--- src/rtl/info_frame_buffer.sv ---
// Double-buffered HDMI InfoFrame generator: stage PB1..PB_LENGTH, commit, publish on frame_boundary.
// Latency: PENDING LENGTH+1 edges after commit; publish on first frame_boundary seen in PENDING.
module info_frame_buffer #(
    parameter logic [6:0] TYPE    = 7'd2,
    parameter logic [7:0] VERSION = 8'd2,
    parameter logic [4:0] LENGTH  = 5'd13
) (
    input  logic        clk_pixel,
    input  logic        reset,
    input  logic        wr_en,
    input  logic [4:0]  wr_addr,
    input  logic [7:0]  wr_data,
    input  logic        commit,
    input  logic        frame_boundary,
    output logic [23:0] header,
    output logic [55:0] sub [3:0],
    output logic        valid,
    output logic        busy
);
    localparam logic [1:0] IDLE    = 2'd0;
    localparam logic [1:0] SUM     = 2'd1;
    localparam logic [1:0] PENDING = 2'd2;
    localparam logic [7:0] HDR_SUM = {1'b1, TYPE} + VERSION + {3'b000, LENGTH};

    logic [1:0] state;
    logic       commit_q;
    logic [4:0] idx;
    logic [7:0] acc;
    logic [7:0] cksum;
    logic [7:0] active_ck;
    logic [7:0] staging [1:27];
    logic [7:0] shadow  [1:27];
    logic [7:0] active  [1:27];
    logic [7:0] pb      [0:27];

    assign header = {{3'b000, LENGTH}, VERSION, {1'b1, TYPE}};
    assign busy   = (state != IDLE) | commit_q;

    always_ff @(posedge clk_pixel or posedge reset) begin
        if (reset) begin
            for (int j = 1; j <= 27; j++) staging[j] <= 8'h00;
        end else if (wr_en && (wr_addr != 5'd0) && (wr_addr <= LENGTH)) begin
            staging[wr_addr] <= wr_data;
        end
    end

    always_ff @(posedge clk_pixel or posedge reset) begin
        if (reset) begin
            state     <= IDLE;
            commit_q  <= 1'b0;
            idx       <= 5'd0;
            acc       <= 8'h00;
            cksum     <= 8'h00;
            active_ck <= 8'h00;
            valid     <= 1'b0;
            for (int j = 1; j <= 27; j++) begin
                shadow[j] <= 8'h00;
                active[j] <= 8'h00;
            end
        end else begin
            case (state)
                IDLE: begin
                    if (commit) begin
                        shadow <= staging;
                        acc    <= HDR_SUM;
                        idx    <= 5'd1;
                        state  <= SUM;
                    end
                end
                SUM: begin
                    acc <= acc + shadow[idx];
                    idx <= idx + 5'd1;
                    if (commit) commit_q <= 1'b1;
                    if (idx == LENGTH) begin
                        cksum <= 8'h00 - (acc + shadow[idx]);
                        state <= PENDING;
                    end
                end
                PENDING: begin
                    if (frame_boundary) begin
                        active    <= shadow;
                        active_ck <= cksum;
                        valid     <= 1'b1;
                        // A commit arriving with the boundary is folded into the reload right away.
                        if (commit_q || commit) begin
                            shadow   <= staging;
                            acc      <= HDR_SUM;
                            idx      <= 5'd1;
                            commit_q <= 1'b0;
                            state    <= SUM;
                        end else begin
                            state <= IDLE;
                        end
                    end else if (commit) begin
                        commit_q <= 1'b1;
                    end
                end
                default: state <= IDLE;
            endcase
        end
    end

    // Bytes above LENGTH are forced to zero regardless of buffer contents.
    always_comb begin
        pb[0] = active_ck;
        for (int j = 1; j <= 27; j++) begin
            pb[j] = (j <= int'(LENGTH)) ? active[j] : 8'h00;
        end
        for (int i = 0; i < 4; i++) begin
            sub[i] = '0;
            for (int k = 0; k < 7; k++) begin
                sub[i][8*k +: 8] = pb[7*i + k];
            end
        end
    end
endmodule

--- config.mk ---
export PLATFORM = sky130hd
export DESIGN_NAME = info_frame_buffer
export DESIGN_NICKNAME = d
export VERILOG_FILES = /design/src/rtl/info_frame_buffer.sv
export SDC_FILE = /design/constraint.sdc
export NUM_CORES = 1
export LEC_CHECK = 0
export BUFFER_PORTS_ARGS = -buffer_cell sky130_fd_sc_hd__buf_2
export CAP_MARGIN = 5
export CELL_PAD_IN_SITES_DETAIL_PLACEMENT = 0
export CELL_PAD_IN_SITES_GLOBAL_PLACEMENT = 2
export CORE_MARGIN = 2
export CORE_UTILIZATION = 41
export CTS_BUF_LIST = sky130_fd_sc_hd__clkbuf_2
export CTS_CLUSTER_DIAMETER = 200
export DETAILED_ROUTE_END_ITERATION = 10
export PLACE_DENSITY = 0.94
export SKIP_LAST_GASP = 1
export SYNTH_ARGS = -nofsm -noshare
export SYNTH_HDL_FRONTEND = slang
export SYNTH_SLANG_ARGS = --single-unit
--- constraint.sdc ---
create_clock -name clk_pixel -period 23.5 [get_ports clk_pixel]
set_input_delay 4.7 -clock clk_pixel [delete_from_list [all_inputs] [get_ports clk_pixel]]
set_output_delay 4.7 -clock clk_pixel [all_outputs]
set_load 0.05 [all_outputs]
==> impl_metrics.toml <==
[clock_network]
cts_tree = "yes"
cts_hold_buf = 0
htreeDepth = 4
cts_made_buffers = 147
insertion_delay_ns = 1.27
cts_setup_buffers = 0
path_clk_slew_ns = 0.09
cts_buffer_depth = 3
clock_sinks = 569
ctsResizeCount = 0
cts_root_buffer = "clkbuf_2"

[logic_synthesis]
synth_cells = 2038
synth-main-ff-cell = "dfrtp_1"
avgSynthCellArea_um2 = 11.6
yosys.area.top_type = "dfrtp_1"
yosysSeqAreaShare_pct = 60.4
synth_xor_area_share_pct = 0.615
yosys.area_share.simple_pct = 12.1
synthMuxAreaShare_pct = 16.3
synthTopCellsByArea = "dfrtp_1 60%, nand2_1 11%, mux2_2 11%"
synth_edf_count = 0
synth.top_cell.area_share_pct = 60.4
ys_ff_latch = 569
synth_top_family_by_area = "multiplexers"
synth_fa_ha_area_share_pct = 0.615
yosysUniqueCellTypes = 52
yosysWarnings = 0
syn-cell-area_um2 = 23600
async_flop_share_pct = 100
synth_compound_area_share_pct = 1.90

[timing]
max_freq_ghz = 0.142
relSlewSlack_pct = 1.67
skew_ns = 0.0678
final_hold_viol_count = 0
setup_tns_ns = 0
fin_ws_ns = 16.48
rsz0062_at_grt = "no"
worst_slew_pin_slew_ns = 1.47
setup_viol = 0
fin_crit_ns = 7.02
fin_crit_sh_pct = 29.9
slew_viol_final = 0

[routing]
drtIter0Drc = 933
wire_per_inst_um = 17.2
postRouteAntennaNets = 0
drc = 0
firstDrtPassIters = 5
num_vias = 14287
drt-total-wl_mm = 51.4
via_per_inst = 4.78

[pwr]
max-vdd-ir-drop_mv = 0.0496
p_leak_nw = 13.8
power.total_mw = 2.79
cellPowerDensity_nw_per_um2 = 110

[floorplanning]
start_util_pct = 41.7
core_um2 = 56600
ioPinCount = 268
fp.dieArea_um2 = 59500
placementRows = 87
die_x_um = 244
die_h_um = 244

[global_route]
grt_antenna_before_repair = 5
grt_pass1_wl_mm = 82.8
grt_max_degree = 220
overflow = 0
first_global_vias = 14945
track_usage_pct = 17.9

[placement]
dp_hpwl_mm = 32.1
port_buffers = 131
gp_congestion = 0.796
pre_cts_slack_ns = 15.98

[critical_path]
startpoint_type = "register"
worstPathMaxFanout = 12
crit_path_end_kind = "output pin"
reg2reg_depth = 12
crit_type = "register to output pin"
critical_path_arrival_ns = 2.32
cpPeakStageDelay_ns = 0.49
required_ns = 18.80
crit_chain = "or3_1 -> buf_2"
crit_slowest_cell = "dfrtp_1"

[finish]
nets = 2152
finish.utilization_pct = 44.7
syn_to_final_growth_pct = 7.35
drive_above_1_share_pct = 29.3

[min_path]
min_path_type = "register to register"
min_path_cells = 0

[flow_run]
max_cap_viol_count = 0

[run_status]
status = "finished, final reports clean"
## worst paths after layout
check	start	to	slack [ns]
max reg2reg	idx[0]	cksum[7]	18.33
max	state[0]	busy	16.48
max in group asynchronous	reset	sub[108]	17.38
min	staging[37]	staging[37]	0.38
min reg2reg	staging[37]	staging[37]	0.38
min in group asynchronous	reset	valid	3.64
## registers in the layout, indices dropped and copies added, names as in the netlist, 2 cells and up
signal     flops
shadow       216
staging      216
sub          104
acc            8
active_ck      8
cksum          8
idx            5
state          2
## cell usage in the layout (no fill, tap or decap), drive strengths merged, types with 9 or more instances in the layout
cell type    n
mux4        53
xnor2       10
conb       136
clkinv      33
nor2        10
nand2      681
o21a         9
buf        147
o21ai       20
ha          10
mux2       223
clkbuf     208
mux2i       13
inv         22
dfrtp      569
## critical path: cells and delay by family (launching register included)
| kind | cells | cell delay (ns) |
|---|---|---|
| flops | 1 | 0.49 |
| simple gates | 1 | 0.40 |
| buf+inv | 1 | 0.22 |
## where the power goes
part	internal, mW	total (mW)	leakage [nW]	switching (mW)
clock	0.281	0.678	1.00	0.397
sequential	1.14	1.30	7.69	0.158
combinational	0.306	0.816	5.08	0.510
total	1.73	2.79	13.8	1.06
## per-stage QoR
| step | instance area [µm²] | hold slack, ns | std cells |
|---|---|---|---|
| floorplan | 24100 | 0.429 | 2172 |
| global placement | 24000 | 0.364 | 2730 |
| detailed placement | 24000 | 0.365 | 2730 |
| CTS | 25300 | 0.384 | 2983 |
| global route | 25300 | 0.396 | 2987 |
| finish | 25300 | 0.379 | 2987 |
## synthesized netlist by cell type, drive strengths merged, types with 2 or more instances
cell type and number:
and3 3, nand2b 3, inv 15, mux2i 13
a21o 2, xnor2 10, conb 2, a22o 8
nor3b 2, nor2 10, nor4bb 2, nor2b 7
or3 3, a2111oi 3, a21oi 7, a311oi 2
ha 10, nand3 6, mux2 223, buf 156
nor3 3, nand2 681, xor2 3, nand3b 3
o21a 9, clkbuf 189, o21ai 20, dfrtp 569
o221ai 7, mux4 53, nand4 2
## layer usage
metal / global-route usage (%) / part of all wire (%) / vias up
li1: - / - / 6554
met1: 24.0 / 44 / 7213
met2: 27.6 / 47 / 421
met3: 4.97 / 6.0 / 93
met4: 7.12 / 2.3 / 6
met5: 0 / 0.058 / -
## cells by family after synthesis
family	after synthesis
AND/OR/NAND/NOR	730
buffers and inverters	360
flip-flops	569
AO/OA/AOI/OAI	63
multiplexers	289
adder cells (fa/ha/maj)	11
other	2
XOR/XNOR	14
## layout make-up
type | instances | area, µm²
inverters | 15 | 63.8
repair buffers | 147 | 788
well taps | 756 | 946
multi-input cells | 1243 | 7950
flip-flops and latches | 569 | 14200
diodes | 4 | 10.0
clock buffers | 208 | 1040
clock inverters | 45 | 279
fillers | 5354 | 31300
(Power assumes the default switching activity.)
